**src/rtl/render_pkg.sv**
```systemverilog
// Shared rendering types and screen constants used by the buffer clear engine
// and its address generator.
package render_pkg;

  localparam int H_RES = 320;
  localparam int V_RES = 240;

  typedef logic [8:0] x_t;
  typedef logic [7:0] y_t;

  typedef enum logic {
    CLR_FULL = 1'b0,
    CLR_RECT = 1'b1
  } clear_mode_e;

  typedef enum logic [1:0] {
    IDLE = 2'd0,
    FULL = 2'd1,
    RECT = 2'd2,
    DONE = 2'd3
  } clear_state_e;

endpackage

```
**src/rtl/clear_addr_gen.sv**
```systemverilog
// Address sequencer for the clear engine: linear sweep or rectangle scan with a
// row-base accumulator, plus a flag marking the final pixel.
module clear_addr_gen #(
  parameter int H_RES       = 320,
  parameter int CLEAR_COUNT = 76800,
  parameter int ADDR_W      = 17
) (
  input  logic              clk,
  input  logic              rst,
  input  logic              load,
  input  logic              advance,
  input  logic              full_mode,
  input  logic [8:0]        x0,
  input  logic [8:0]        x1,
  input  logic [7:0]        y0,
  input  logic [7:0]        y1,
  output logic [ADDR_W-1:0] addr,
  output logic              last
);
  import render_pkg::*;

  localparam logic [ADDR_W-1:0] ROW_STEP = ADDR_W'(H_RES);
  localparam logic [ADDR_W-1:0] LAST_LIN = ADDR_W'(CLEAR_COUNT - 1);

  x_t                x_q, x0_q, x1_q;
  y_t                y_q, y1_q;
  logic              full_q;
  logic [ADDR_W-1:0] row_base_q;
  logic [ADDR_W-1:0] addr_q;
  logic [ADDR_W-1:0] start_base;

  // Constant-coefficient product: reduces to shift-and-add, used only at load.
  assign start_base = ADDR_W'(y0) * ROW_STEP;

  always_ff @(posedge clk) begin
    if (rst) begin
      x_q        <= '0;
      x0_q       <= '0;
      x1_q       <= '0;
      y_q        <= '0;
      y1_q       <= '0;
      full_q     <= 1'b0;
      row_base_q <= '0;
      addr_q     <= '0;
    end else if (load) begin
      x_q        <= x0;
      x0_q       <= x0;
      x1_q       <= x1;
      y_q        <= y0;
      y1_q       <= y1;
      full_q     <= full_mode;
      row_base_q <= full_mode ? '0 : start_base;
      addr_q     <= full_mode ? '0 : start_base + ADDR_W'(x0);
    end else if (advance) begin
      if (full_q) begin
        addr_q <= addr_q + ADDR_W'(1);
      end else if (x_q == x1_q) begin
        // Row wrap lands directly on the next row's first pixel, no bubble.
        x_q        <= x0_q;
        y_q        <= y_q + 8'd1;
        row_base_q <= row_base_q + ROW_STEP;
        addr_q     <= row_base_q + ROW_STEP + ADDR_W'(x0_q);
      end else begin
        x_q    <= x_q + 9'd1;
        addr_q <= addr_q + ADDR_W'(1);
      end
    end
  end

  assign addr = addr_q;
  assign last = full_q ? (addr_q == LAST_LIN) : ((x_q == x1_q) && (y_q == y1_q));

endmodule

```
**src/rtl/buffer_clear_engine.sv**
```systemverilog
// Multi-channel BRAM clear engine: sweeps a whole buffer or a screen rectangle,
// writing latched per-channel clear values, with stall and abort support.
module buffer_clear_engine #(
  parameter int H_RES       = 320,
  parameter int V_RES       = 240,
  parameter int NUM_CH      = 2,
  parameter int DATA_W      = 12,
  parameter int ADDR_W      = 17,
  parameter int CLEAR_COUNT = H_RES * V_RES
) (
  input  logic                     clk,
  input  logic                     rst,
  input  logic                     i_start,
  input  logic                     i_mode,
  input  logic [8:0]               i_x0,
  input  logic [8:0]               i_x1,
  input  logic [7:0]               i_y0,
  input  logic [7:0]               i_y1,
  input  logic [NUM_CH-1:0]        i_ch_en,
  input  logic [NUM_CH*DATA_W-1:0] i_clear_val,
  input  logic                     i_stall,
  input  logic                     i_abort,
  output logic                     o_busy,
  output logic                     o_done,
  output logic [NUM_CH-1:0]        o_we,
  output logic [ADDR_W-1:0]        o_addr,
  output logic [NUM_CH*DATA_W-1:0] o_data
);
  import render_pkg::*;

  localparam x_t X_MAX = x_t'(H_RES - 1);
  localparam y_t Y_MAX = y_t'(V_RES - 1);

  clear_state_e              state_q, state_d;
  logic [NUM_CH-1:0]         ch_en_q;
  logic [NUM_CH*DATA_W-1:0]  data_q;
  x_t                        x1_clamp;
  y_t                        y1_clamp;
  logic                      rect_empty;
  logic                      accept;
  logic                      sweeping;
  logic                      active_write;
  logic                      gen_load;
  logic                      gen_advance;
  logic                      gen_last;
  logic [ADDR_W-1:0]         gen_addr;

  assign x1_clamp   = (i_x1 > X_MAX) ? X_MAX : i_x1;
  assign y1_clamp   = (i_y1 > Y_MAX) ? Y_MAX : i_y1;
  assign rect_empty = (i_x0 > x1_clamp) || (i_y0 > y1_clamp);
  assign accept     = (state_q == IDLE) && i_start && !i_abort;
  assign sweeping   = (state_q == FULL) || (state_q == RECT);

  always_comb begin
    state_d     = state_q;
    gen_load    = 1'b0;
    gen_advance = 1'b0;
    case (state_q)
      IDLE: begin
        if (accept) begin
          gen_load = 1'b1;
          if (clear_mode_e'(i_mode) == CLR_RECT) begin
            state_d = rect_empty ? DONE : RECT;
          end else begin
            state_d = FULL;
          end
        end
      end
      FULL, RECT: begin
        // Abort wins over both a stall and the final write.
        if (i_abort) begin
          state_d = IDLE;
        end else if (!i_stall) begin
          if (gen_last) begin
            state_d = DONE;
          end else begin
            gen_advance = 1'b1;
          end
        end
      end
      DONE:    state_d = IDLE;
      default: state_d = IDLE;
    endcase
  end

  always_ff @(posedge clk) begin
    if (rst) begin
      state_q <= IDLE;
      ch_en_q <= '0;
      data_q  <= '0;
    end else begin
      state_q <= state_d;
      if (accept) begin
        ch_en_q <= i_ch_en;
        data_q  <= i_clear_val;
      end
    end
  end

  clear_addr_gen #(
    .H_RES       (H_RES),
    .CLEAR_COUNT (CLEAR_COUNT),
    .ADDR_W      (ADDR_W)
  ) u_addr_gen (
    .clk       (clk),
    .rst       (rst),
    .load      (gen_load),
    .advance   (gen_advance),
    .full_mode (clear_mode_e'(i_mode) == CLR_FULL),
    .x0        (i_x0),
    .x1        (x1_clamp),
    .y0        (i_y0),
    .y1        (y1_clamp),
    .addr      (gen_addr),
    .last      (gen_last)
  );

  assign active_write = sweeping && !i_stall && !i_abort;
  assign o_we         = ch_en_q & {NUM_CH{active_write}};
  assign o_addr       = gen_addr;
  assign o_data       = data_q;
  assign o_busy       = (state_q != IDLE);
  assign o_done       = (state_q == DONE);

endmodule

```
**config.mk**
```make
export PLATFORM = sky130hd
export DESIGN_NAME = buffer_clear_engine
export DESIGN_NICKNAME = d
export VERILOG_FILES = /design/src/rtl/render_pkg.sv /design/src/rtl/clear_addr_gen.sv /design/src/rtl/buffer_clear_engine.sv
export SDC_FILE = /design/constraint.sdc
export NUM_CORES = 1
export LEC_CHECK = 0
export CORE_MARGIN = 5
export CORE_UTILIZATION = 35
export CTS_CLUSTER_SIZE = 24
export DETAILED_ROUTE_END_ITERATION = 6
export PLACE_DENSITY = 0.6
export SYNTH_ARGS = -nofsm -noshare
export SYNTH_HDL_FRONTEND = slang
export SYNTH_SLANG_ARGS = --single-unit
```
**constraint.sdc**
```tcl
create_clock -name clk -period 7.4 [get_ports clk]
set_clock_uncertainty 0.05 [all_clocks]
set_input_delay 2.22 -clock clk [delete_from_list [all_inputs] [get_ports clk]]
set_output_delay 2.22 -clock clk [all_outputs]
set_load 0.1 [all_outputs]
```
Word-level counts from Yosys, hierarchy flattened
Index checks and enable logic that the tools add are counted.
{ "classes": {"n_addsub": 6, "mul": 1, "n_lt_le_gt_ge": 4, "n_eq_ne": 10, "n_mux": 34, "bitwise": 2, "reduce_logical": 17} }
{ "ops": {"columns": ["cell", "n"], "rows": [
  ["$mux 17", 10],
  ["$mux 9", 5],
  ["$mux 8", 5],
  ["$add 17x9->17", 2],
  ["$add 17x1->17 const B", 1],
  ["$add 17x9->17 const B", 1],
  ["$eq 17x17->1 const B", 1],
  ["$mul 8x3->11 const B", 1],
  ["$mux 2", 5],
  ["$add 9x1->9 const B", 1],
  ["$eq 9x9->1", 1],
  ["$gt 9x9->1", 1],
  ["$gt 9x9->1 const B", 1],
  ["$add 8x1->8 const B", 1],
  ["$eq 8x8->1", 1],
  ["$gt 8x8->1", 1],
  ["$gt 8x8->1 const B", 1],
  ["$mux 1", 8],
  ["$ne 3x3->1 const B", 2],
  ["$pmux 2 s3", 1],
  ["$reduce_and 3->1", 2],
  ["$reduce_bool 2->1", 3],
  ["$logic_and 1x1->1", 5],
  ["$eq 2x2->1 const B", 2],
  ["9 further kinds", 12]
]} }
{ "word_totals": {"regBits": 106, "inputBits": 66, "elab_cells": 85} }

Logic depth before layout (Yosys ltp)
{ "logic_depth": {"ltp_word": 9, "mapped_depth": 11} }

Hierarchy
Synthesis repeated with hierarchy kept, for this count alone.
{ "hier_totals": {"hier_cells": 868, "area_unflattened_um2": 6887.9} }
{ "modules_own_cells": {"columns": ["mod", "instances", "cells_each", "area_each_um2"], "rows": [
  ["clear_addr_gen", 1, 646, 5260.0],
  ["buffer_clear_engine", 1, 222, 1627.8]
]} }

Least setup slack after synthesis
Ideal clock, no wire load.
{ "synth_path": {"kind": "input to output", "start": "input port i_abort", "end": "output port o_we[0]", "arrival_time_ps": 3477, "slack_ps": 1653, "stages": 3, "path_cell_list": "nand2b_1 -> nor2_1 -> and2_1"} }
{ "synth_via": {"elab_chain_cells": 3} }
{ "synth_rtl": {"columns": ["item", "line", "source"], "rows": [
  ["start: declaration", "buffer_clear_engine.sv:22", "input logic i_abort,"],
  ["$logic_not 1->1", "buffer_clear_engine.sv:118", "assign active_write = sweeping && !i_stall && !i_abort;"],
  ["$logic_and 1x1->1", "buffer_clear_engine.sv:118", null],
  ["$and 2x2->2", "buffer_clear_engine.sv:119", "assign o_we = ch_en_q & {NUM_CH{active_write}};"],
  ["end: declaration", "buffer_clear_engine.sv:25", "output logic [NUM_CH-1:0] o_we,"]
]} }
Every way passes these cells.

Worst setup path in the final report
Same ends and word-level chain as after synthesis.

==> results.ini <==
[status]
status=complete, no violations

[logic_synthesis]
synth_enable_flop_cells=0
yosys.area.top_type=dfxtp_1
yosys_warnings=0
synth_top_family_by_area=compound AO/OA/AOI/OAI gates
synthAdderAreaFrac=0.0869
ys_seq_elements=100
syn-num-nets=947
synth.cell_area_mm2=0.00651
synth_top_area_share=0.308
yosysUniqueCellTypes=79
synth_ff_type=dfxtp_1
syn_area_per_cell_um2=7.77
synth_area_leaders=dfxtp_1 31%, ha_1 8.1%, nand2_1 7.6%
yosysMostFrequentCell=nand2_1
synthCells=837
synth_compound_area_frac=0.236
synth_xor_area_frac=0.0835
muxShareOfSynthArea=0.00769
netlist_top_cells_count=131 x nand2_1, 100 x dfxtp_1, 97 x a21oi_1
synthSimpleGateAreaFrac=0.228
ys_seq_area_frac=0.308
async_flop_share=0

[final_layout]
final_cell_area_mm2=0.00801
drive_gt1_frac=0.0553
syn2layout_area_growth_pct=23.2
instances_no_fill=1151
finalNetCount=1027
post-route-util=0.442
diodes=0
fillerInstances=1872

[clock_network]
h-tree-depth=3
cts_tree=done
post_cts_buffers=0
postCtsHoldBufs=0
clk_path_buf_depth=2
clkTransAtPathRegs_ps=80
cts-resized-gates=0
clk_latency_ps=370
cts_root_buf=clkbuf_16
numCtsBuffers=9
cts_sinks=100

[power]
ir_drop_uv=152
total_power_w=0.00234
p_per_area_mw_per_mm2=291
leakagePower_nw=2.97

[worst_setup_path]
reg2regPathDepth=7
r2r-start=u_addr_gen.x_q[0]$_SDFFE_PP0P_
r2r-end=u_addr_gen.y_q[7]$_SDFFE_PP0P_
crit_type=primary input to output port
crit_chain=clkdlybuf4s50_1, nand2b_1, nor2_1, and2_1, buf_4
worstPathRequired_ps=5130
critPathLaunch=i_abort
r2r_slack_ps=4070
crit_fanout=6
slowest_delay_ps=440
worstPathArrival_ps=3800
crit_family=simple AND/OR/NAND/NOR gates
cp-end-kind=output port
path_buf_inv=2
cpMaxStageDelayCell=clkdlybuf4s50_1
start_kind=primary input

[placed_design]
io_buffers=110
postPlaceCellArea_mm2=0.00769
place_hpwl_mm=14.3
place_congestion=0.879
dp.cells=1135

[timing]
rsz0062_at_grt=false
final.period_utilization=0.820
hold_viol_final=0
clock.fmax_ghz=0.165
slew_headroom=0.266
finalSetupViolCount=0
final-max-slew-violation-count=0
fin_crit_ps=6070
setup_tns_ps=0
worst_pin_slew_ps=1090

[global_routing]
grt_max_degree=75
grt_pass1_wl_mm=32.0
antenna_found_initial=0
grt_pass1_vias=6075
grt_use_total=0.180
globalRouteOverflowTotal=0

[floorplan]
core_mm2=0.0181
ioPinCount=111
die_w_um=146
die_y_um=146
die-area_mm2=0.0214
rows=49
start_util=0.359

[worst_hold_path]
hold_depth=2
hold_path_startpoint=ch_en_q[1]$_SDFFE_PP0P_
holdCritPathClass=flop to flop
hold_end=ch_en_q[1]$_SDFFE_PP0P_

[flow_run]
cap_violations=0

[drt]
drtIter0Drc=442
wl_per_cell_um=17.0
ant_nets=0
drt_wl_total_mm=19.6
viasPerCell=5.43
drcViolationCount=0
firstDrtPassIters=5
dr_total_vias=6247

## cells in the final DEF (no fill, tap or decap), drive strengths merged, types with 22 or more instances in the layout
cell type      count
a21oi            100
a211oi            22
dfxtp            100
ha                42
o21ai             45
clkdlybuf4s50    107
xnor2             26
inv               29
nand2            132
nor2              76
xor2              36
## sequential cells by signal, summed over array words and instances, names as in the netlist, 8 cells and up
signal                 flops
u_addr_gen.addr           17
u_addr_gen.x1_q            9
u_addr_gen.x0_q            9
u_addr_gen.y_q             8
u_addr_gen.y1_q            8
u_addr_gen.x_q             9
o_data                    24
u_addr_gen.row_base_q     11
## area by class of cell
type | instances | area, µm² | share of cell area
Clock inverter | 7 | 93.8 | 0.0117
Multi-Input combinational cell | 666 | 4180 | 0.522
Sequential cell | 100 | 2000 | 0.250
Tap cell | 229 | 287 | 0.0358
Timing Repair Buffer | 115 | 1130 | 0.141
Clock buffer | 9 | 225 | 0.0281
Inverter | 25 | 93.8 | 0.0117
## how the worst max path moves through the flow
| stage | endpoint | slack [ps] | depth (start not counted) |
|---|---|---|---|
| after CTS | o_we[0] | 1290 | 5 |
| after global routing | o_we[0] | 1190 | 5 |
| final | o_we[0] | 1330 | 5 |
| after detailed placement | o_we[0] | 1300 | 5 |
| after global placement | o_we[1] | 1340 | 5 |
| after floorplan | o_we[0] | 1650 | 3 |
## per-layer routing
| metal | GRT usage | part of all wire | vias up |
|---|---|---|---|
| met2 | 0.286 | 0.45 | 187 |
| li1 | - | - | 3149 |
| met5 | 0 | 0 | - |
| met4 | 0.0343 | 0.0096 | 0 |
| met1 | 0.245 | 0.47 | 2893 |
| met3 | 0.0533 | 0.068 | 18 |
## worst min-delay path, delay by kind of cell, from the launching register on
| kind | cells | cell delay, ps |
|---|---|---|
| compound gates | 1 | 50 |
| flops | 1 | 310 |
| simple gates | 1 | 50 |
## kinds of logic (layout without fill, tap and decap cells)
logic type / after synthesis / in the layout
multiplexers: 5 / 5
buffers and inverters: 71 / 156
AND/OR/NAND/NOR: 316 / 316
XOR/XNOR: 62 / 62
adder cells (fa/ha/maj): 44 / 44
flip-flops: 100 / 100
AO/OA/AOI/OAI: 239 / 239
## through the flow
stage          hold WS (ps)  worst slack, ps
2_1_floorplan           382             1650
6_report                404             1330
5_1_grt                 420             1190
3_3_place_gp            391             1340
4_1_cts                 405             1290
3_5_place_dp            394             1300
## power by group
group	leakage, nW	switching [W]	internal [W]
sequential	0.816	0.000104	0.000625
combinational	2.00	0.000735	0.000353
clock	0.153	0.000246	0.000273
No activity file was read; power rests on OpenSTA's default activity.
